### config.mk
export PLATFORM = sky130hd
export DESIGN_NAME = ram_stream_reader
export DESIGN_NICKNAME = d
export VERILOG_FILES = /design/src/rtl/ram_stream_reader.sv
export SDC_FILE = /design/constraint.sdc
export NUM_CORES = 1
export LEC_CHECK = 0
export ABC_AREA = 1
export CORE_MARGIN = 2
export CORE_UTILIZATION = 40
export CTS_CLUSTER_DIAMETER = 200
export CTS_CLUSTER_SIZE = 8
export DETAILED_ROUTE_END_ITERATION = 6
export SYNTH_ARGS = -nofsm -noshare
export SYNTH_HDL_FRONTEND = slang
export SYNTH_SLANG_ARGS = --single-unit
### constraint.sdc
create_clock -name clk -period 3.3 [get_ports clk]
set_input_delay 0.66 -clock clk [delete_from_list [all_inputs] [get_ports clk]]
set_output_delay 0.66 -clock clk [all_outputs]
set_load 0.02 [all_outputs]
### src/rtl/ram_stream_reader.sv
// ---------------------------------------------------------------------------
// ram_stream_reader
//
// Sequential read engine for one port of a true-dual-port block RAM with a
// one-cycle registered read. A start pulse reads `len` consecutive words
// from `base_addr` (wrapping modulo 2**ADDR_WIDTH). The words go out on a
// valid/ready stream through a 4-entry FIFO, with full back-pressure.
//
// Optional feature macro: RAM_READER_LAST_EN
//   When defined, adds the m_last output. m_last marks the beat carrying the
//   final word of the transfer and is stored per FIFO entry.
//
// Ports:
//   clk        in   single clock, rising edge
//   rst_n      in   asynchronous active-low reset; aborts any transfer
//   start      in   one-cycle request, sampled only while idle
//   base_addr  in   first word address, sampled with start
//   len        in   word count 0..2**ADDR_WIDTH, sampled with start
//   busy       out  high from the cycle after an accepted start until done
//   done       out  one-cycle pulse when the transfer has fully drained
//   ram_addr   out  registered RAM address
//   ram_wr_en  out  constant 0 (this port only reads)
//   ram_dout   in   RAM read data, valid one cycle after ram_addr
//   m_valid    out  stream data valid (FIFO non-empty)
//   m_ready    in   stream consumer ready
//   m_data     out  stream data (FIFO head)
//   m_last     out  final-beat marker (RAM_READER_LAST_EN only)
// ---------------------------------------------------------------------------
module ram_stream_reader #(
    parameter int DATA_WIDTH = 36,
    parameter int ADDR_WIDTH = 10
) (
    input  logic                  clk,
    input  logic                  rst_n,
    input  logic                  start,
    input  logic [ADDR_WIDTH-1:0] base_addr,
    input  logic [ADDR_WIDTH:0]   len,
    output logic                  busy,
    output logic                  done,
    output logic [ADDR_WIDTH-1:0] ram_addr,
    output logic                  ram_wr_en,
    input  logic [DATA_WIDTH-1:0] ram_dout,
    output logic                  m_valid,
    input  logic                  m_ready,
    output logic [DATA_WIDTH-1:0] m_data
`ifdef RAM_READER_LAST_EN
    ,
    output logic                  m_last
`endif
);

    typedef enum logic [1:0] {
        S_IDLE,
        S_RUN,
        S_DRAIN
    } state_t;

    localparam int FIFO_DEPTH = 4;

    state_t                  state;
    state_t                  state_next;

    logic [ADDR_WIDTH:0]     remaining;
    logic                    rd_pending;   // a read issued last cycle; its word is on ram_dout now
    logic [1:0]              inflight;
    logic [2:0]              fifo_count;
    logic [2:0]              credit_used;
    logic [1:0]              wr_ptr;
    logic [1:0]              rd_ptr;
    logic [DATA_WIDTH-1:0]   fifo_data [0:FIFO_DEPTH-1];

    logic                    issue;
    logic                    load;
    logic                    done_next;
    logic                    push;
    logic                    pop;
    logic                    last_issue;

    // ------------------------------------------------------------------
    // Credit accounting. A read issued in cycle c is sampled by the RAM at
    // the end of c and written into the FIFO at the end of c+1, so at most
    // one issued read is outstanding when a new one is considered. Keeping
    // FIFO occupancy plus outstanding reads below the FIFO depth means a
    // returning word always has a free slot, even with m_ready held low.
    // ------------------------------------------------------------------
    assign inflight    = {1'b0, rd_pending};
    assign credit_used = fifo_count + {1'b0, inflight};
    assign push        = rd_pending;
    assign pop         = m_valid && m_ready;
    assign last_issue  = issue && (remaining == (ADDR_WIDTH + 1)'(1));

    // ------------------------------------------------------------------
    // State register
    // ------------------------------------------------------------------
    always_ff @(posedge clk or negedge rst_n) begin
        if (!rst_n) begin
            state <= S_IDLE;
        end else begin
            state <= state_next;
        end
    end

    // ------------------------------------------------------------------
    // Next-state and control decode
    // ------------------------------------------------------------------
    always_comb begin
        // NOTE: every signal written here gets a default first, so no path
        // through the case can leave one unassigned and infer a latch.
        state_next = state;
        issue      = 1'b0;
        load       = 1'b0;
        done_next  = 1'b0;

        case (state)
            S_IDLE: begin
                if (start) begin
                    if (len != '0) begin
                        load       = 1'b1;
                        state_next = S_RUN;
                    end else begin
                        // Empty transfer: nothing to read, just report done.
                        state_next = S_DRAIN;
                    end
                end
            end

            S_RUN: begin
                if (credit_used < 3'(FIFO_DEPTH)) begin
                    issue = 1'b1;
                    if (remaining == (ADDR_WIDTH + 1)'(1)) begin
                        state_next = S_DRAIN;
                    end
                end
            end

            S_DRAIN: begin
                // Leave on the same edge that pops the final word, so done
                // appears in the cycle right after the last beat.
                if (!rd_pending &&
                    ((fifo_count == 3'd0) || ((fifo_count == 3'd1) && pop))) begin
                    state_next = S_IDLE;
                    done_next  = 1'b1;
                end
            end

            default: begin
                state_next = S_IDLE;
            end
        endcase
    end

    // ------------------------------------------------------------------
    // Address, counters and FIFO pointers
    // ------------------------------------------------------------------
    // NOTE: clocked state uses non-blocking assignments so every register
    // samples pre-edge values, independent of statement order.
    always_ff @(posedge clk or negedge rst_n) begin
        if (!rst_n) begin
            ram_addr   <= '0;
            remaining  <= '0;
            rd_pending <= 1'b0;
            wr_ptr     <= '0;
            rd_ptr     <= '0;
            fifo_count <= '0;
            done       <= 1'b0;
        end else begin
            if (load) begin
                ram_addr  <= base_addr;
                remaining <= len;
            end else if (issue) begin
                // Natural overflow of the address width gives the wrap to 0.
                ram_addr  <= ram_addr + ADDR_WIDTH'(1);
                remaining <= remaining - (ADDR_WIDTH + 1)'(1);
            end

            rd_pending <= issue;

            if (push) begin
                wr_ptr <= wr_ptr + 2'd1;
            end
            if (pop) begin
                rd_ptr <= rd_ptr + 2'd1;
            end
            fifo_count <= fifo_count + {2'b00, push} - {2'b00, pop};

            done <= done_next;
        end
    end

    // ------------------------------------------------------------------
    // FIFO storage
    // ------------------------------------------------------------------
    // NOTE: the data array has no reset; occupancy is tracked by the reset
    // pointers and count, and m_valid qualifies whatever the array holds.
    always_ff @(posedge clk) begin
        if (push) begin
            fifo_data[wr_ptr] <= ram_dout;
        end
    end

`ifdef RAM_READER_LAST_EN
    logic rd_pending_last;
    logic fifo_last [0:FIFO_DEPTH-1];

    always_ff @(posedge clk or negedge rst_n) begin
        if (!rst_n) begin
            rd_pending_last <= 1'b0;
        end else begin
            rd_pending_last <= last_issue;
        end
    end

    always_ff @(posedge clk) begin
        if (push) begin
            fifo_last[wr_ptr] <= rd_pending_last;
        end
    end

    // Gated by m_valid so the unreset storage never leaks onto the port.
    assign m_last = m_valid && fifo_last[rd_ptr];
`else
    logic unused_last;
    assign unused_last = last_issue;
`endif

    // ------------------------------------------------------------------
    // Outputs
    // ------------------------------------------------------------------
    assign busy      = (state != S_IDLE);
    assign m_valid   = (fifo_count != 3'd0);
    assign m_data    = fifo_data[rd_ptr];
    assign ram_wr_en = 1'b0;

endmodule

==> results.md <==
| Group | Item | Value |
| --- | --- | --- |
| cts | Worst-path clk slew | 60 ps |
| cts | Worst-Skew Late Latency | 430 ps |
| run | Max-cap violations | 0 |
| pwr | Combinational share of power | 0.413 |
| synthesis | Cell type contributing the most total cell area after synthesis | sky130_fd_sc_hd__edfxtp_1 |
| worst setup path | Reg2Reg Depth | 7 |
| synthesis | Warnings from Yosys | 0 |
| placement | Final weighted congestion in routability-driven placement | 0.810 |
| pwr | Part of the total power dissipated in the clock network | 0.232 |
| cts | Total CTS buffers | 17 |
| route | DR vias | 5017 |
| finish | Post-layout util | 0.515 |
| route | Routed len/inst | 16.6 um |
| route | Via-per-instance ratio | 5.16 |
| floorplanning | Top-level port count | 111 |
| worst setup path | Crit path DAT | 2350 ps |
| timing | Final setup violating endpoints | 0 |
| worst setup path | Crit start category | flip-flop |
| global route | Number of antenna violations at the first check in global routing | 0 |
| timing | Actual transition at the worst max-transition pin | 742 ps |
| worst hold path | Hold Crit Class | reg2reg |
| pwr | Net switching fraction of the power | 0.369 |
| worst hold path | Worst Hold Depth | 1 |
| floorplanning | Area of the die | 19400 sq um |
| pwr | Leakage power | 0.00340 uW |
| synthesis | Post-synth net total | 693 |
| worst setup path | Required time reported for the critical path endpoint | 2640 ps |
| synthesis | Dominant cells by area after synthesis | sky130_fd_sc_hd__edfxtp_1, sky130_fd_sc_hd__dfrtp_1, sky130_fd_sc_hd__o21ai_0 |
| floorplanning | Starting Density | 0.408 |
| pwr | Power density of the placed cells | 936 nW/um^2 |
| route | DRC violation total after the first TritonRoute iteration | 359 |
| floorplanning | Site Rows | 49 |
| timing | Share of the clock period used by the worst path after layout | 0.911 |
| cts | Buffer count from post-CTS setup fixing | 0 |
| cts | CTS sink count | 176 |
| finish | Fillers | 1518 |
| cts | TritonCTS clock tree | built |
| route | Post-detailed-route DRC marker count | 0 |
| finish | Number of nets in the final layout | 802 |
| worst hold path | Source of the worst hold timing path | state[0] |
| global route | First-pass GRT wire length | 25800 um |
| timing | Aggregate negative setup slack | 0 ps |
| worst setup path | Startpoint of the worst register-to-register path | push |
| timing | Max-slew violation total from the final report | 0 |
| finish | Highest-count cells in the layout ignoring fill and taps | sky130_fd_sc_hd__edfxtp_1, sky130_fd_sc_hd__clkdlybuf4s50_1, sky130_fd_sc_hd__nor2_1 |
| timing | Max_slew headroom | 0.502 |
| worst setup path | Capture instance of the worst register-to-register path | ram_addr[6] |
| global route | Global Route Usage Sum | 0.171 |
| finish | Antenna Diode Count | 0 |
| finish | Ratio of cells with drive above 1 in the final layout | 0.0686 |
| finish | Most common cell after layout, fill and taps aside | sky130_fd_sc_hd__edfxtp_1 |
| worst setup path | Endpoint type of the worst setup path | output pin |
| placement | Setup Slack @ Placement | 577 ps |
| outcome | Outcome | complete, no violations |
| worst setup path | Max Fanout on Critical Path | 58 |
| timing | Post-route clock skew | 9.53 ps |
| placement | Placed instance area | 8660 sq um |
| pwr | Overall power of the completed layout | 8660 uW |
| synthesis | Synthesis-stage register bit count | 176 |
| finish | Final instance area | 9260 sq um |
| global route | Vias in the first global route | 4849 |
| placement | Number of port buffers | 109 |
| synthesis | Fraction of the yosys area taken by sequential cells | 0.699 |
| cts | Root buffer cell | sky130_fd_sc_hd__clkbuf_16 |
| floorplanning | Chip width | 139 um |
| route | Detailed Routing Iterations Pass 1 | 4 |
| synthesis | Gate count after technology mapping | 621 |
| cts | CTS HTree Levels | 4 |
| floorplanning | Placeable core region | 18000 sq um |
| route | Antenna-violating nets left | 0 |
| cts | CTS Hold Buffers Added | 0 |
| timing | Min cycle time layout | 3010 ps |
| worst hold path | WHS Endpoint | done |
| pwr | Register share of total power | 0.355 |
| global route | Maximum number of pins on one net before global-route repair | 74 |
| synthesis | Cell area after synthesis | 7330 sq um |
| cts | Maximum buffer depth of the clock tree | 2 |
| pwr | Worst supply voltage drop on vdd | 0.498 mV |
| route | Final wirelength | 16100 um |
| synthesis | Number of distinct library cells after synthesis | 34 |
| timing | Fin. Hold Viols | 0 |
| synthesis | Average cell area after synthesis | 11.8 sq um |
| floorplanning | Die Ht | 139 um |
| timing | Highest clock frequency the design can meet | 0.333 GHz |
| timing | Smallest setup slack after layout | 294 ps |
| placement | Total half-perimeter wirelength after legalization and detailed placement | 9850 um |
| worst setup path | Register-to-register setup slack | 1030 ps |
| cts | Resize count post-CTS | 0 |
| finish | Relative area change from synthesis to final layout | 26.3% |
| pwr | Switching component of the power | 3200 uW |
| timing | RSZ-0062 raised after global routing | no |
| pwr | Internal power consumption | 5460 uW |
| global route | Congestion Overflow GR | 0 |
| worst setup path | Worst Path Class, Setup | reg2out |
| synthesis | Yosys top cell area share | 0.590 |
-- cell families after synthesis --
kind of cell	synth area share
AND/OR/NAND/NOR	0.133
adder cells (fa/ha/maj)	0.0188
buffers and inverters	0.0415
XOR/XNOR	0.0177
flip-flops	0.699
other	0.000511
AO/OA/AOI/OAI	0.0894
-- Yosys cell counts --
library cell,n
sky130_fd_sc_hd__nand4_1,5
sky130_fd_sc_hd__buf_2,8
sky130_fd_sc_hd__buf_8,1
sky130_fd_sc_hd__conb_1,1
sky130_fd_sc_hd__nand3_4,1
sky130_fd_sc_hd__or2_2,2
sky130_fd_sc_hd__a31o_2,1
sky130_fd_sc_hd__inv_6,1
sky130_fd_sc_hd__o21ai_0,75
sky130_fd_sc_hd__nand3b_1,1
sky130_fd_sc_hd__a21o_1,1
sky130_fd_sc_hd__nor2_2,1
sky130_fd_sc_hd__nor2_1,95
sky130_fd_sc_hd__nand3_1,47
sky130_fd_sc_hd__nor3_1,2
sky130_fd_sc_hd__buf_6,2
sky130_fd_sc_hd__buf_4,2
sky130_fd_sc_hd__o22ai_1,36
sky130_fd_sc_hd__edfxtp_1,144
sky130_fd_sc_hd__a31oi_1,1
sky130_fd_sc_hd__or2_1,1
sky130_fd_sc_hd__o31ai_1,1
sky130_fd_sc_hd__xor2_1,11
sky130_fd_sc_hd__clkbuf_1,16
sky130_fd_sc_hd__nand2_1,73
sky130_fd_sc_hd__dfrtp_1,32
sky130_fd_sc_hd__nand2_2,3
sky130_fd_sc_hd__inv_2,2
sky130_fd_sc_hd__xnor2_2,1
sky130_fd_sc_hd__buf_1,1
sky130_fd_sc_hd__ha_1,11
sky130_fd_sc_hd__xnor2_1,2
sky130_fd_sc_hd__o21ai_1,5
sky130_fd_sc_hd__inv_1,35
-- sequential cells by signal, indices dropped and copies added (netlist names) --
register and cells:
fifo_data 144, remaining 11, ram_addr 10, fifo_count 3
rd_ptr 2, state 2, wr_ptr 2, done 1
push 1
-- worst max-delay path by stage --
| stage | start | to | slack, ps | cells after the start |
|---|---|---|---|---|
| floorplan | rd_ptr[0] | m_data[10] | 1360 | 5 |
| global placement | rd_ptr[0] | m_data[25] | 620 | 4 |
| detailed placement | rd_ptr[0] | m_data[25] | 580 | 4 |
| CTS | rd_ptr[0] | m_data[25] | 110 | 4 |
| global route | rd_ptr[0] | m_data[25] | 170 | 5 |
| finish | rd_ptr[0] | m_data[23] | 290 | 5 |
-- worst max-delay path, cell delays in order, from the launching register on --
cell and delay, ps:
sky130_fd_sc_hd__dfrtp_2 410, sky130_fd_sc_hd__inv_2 230, sky130_fd_sc_hd__buf_12 300, sky130_fd_sc_hd__o21ai_0 120
sky130_fd_sc_hd__o22ai_1 200, sky130_fd_sc_hd__clkdlybuf4s50_1 650
-- layout make-up --
cell class                      instances  area, sq um  share of cell area
Sequential cell                       176         5130               0.554
Multi-Input combinational cell        377         1900               0.206
Timing Repair Buffer                  120         1200               0.130
Clock buffer                           23          458              0.0495
Tap cell                              229          287              0.0310
Inverter                               38          148              0.0159
Clock inverter                          9          134              0.0145
-- power by group through the flow --
stage	Combinational [uW]	Clock [uW]	Sequential, uW
2_1_floorplan	2130	0	3120
3_3_place_gp	3540	0	3090
3_5_place_dp	3620	0	3110
4_1_cts	3630	2050	3070
5_1_grt	3910	2140	3120
6_report	3580	2010	3070
-- per-stage QoR --
stage               cells  hold slack (ps)
global route          972              509
finish                972              498
floorplan             621              364
detailed placement    940              475
global placement      940              457
CTS                   972              487
-- routing by layer --
metal | vias to the layer above | track usage | part of all wire
li1 | 2412 | - | -
met1 | 2438 | 0.222 | 0.45
met2 | 153 | 0.279 | 0.48
met3 | 14 | 0.0454 | 0.055
met4 | 0 | 0.0595 | 0.014
met5 | - | 0 | 0
(Power assumes the default switching activity.)
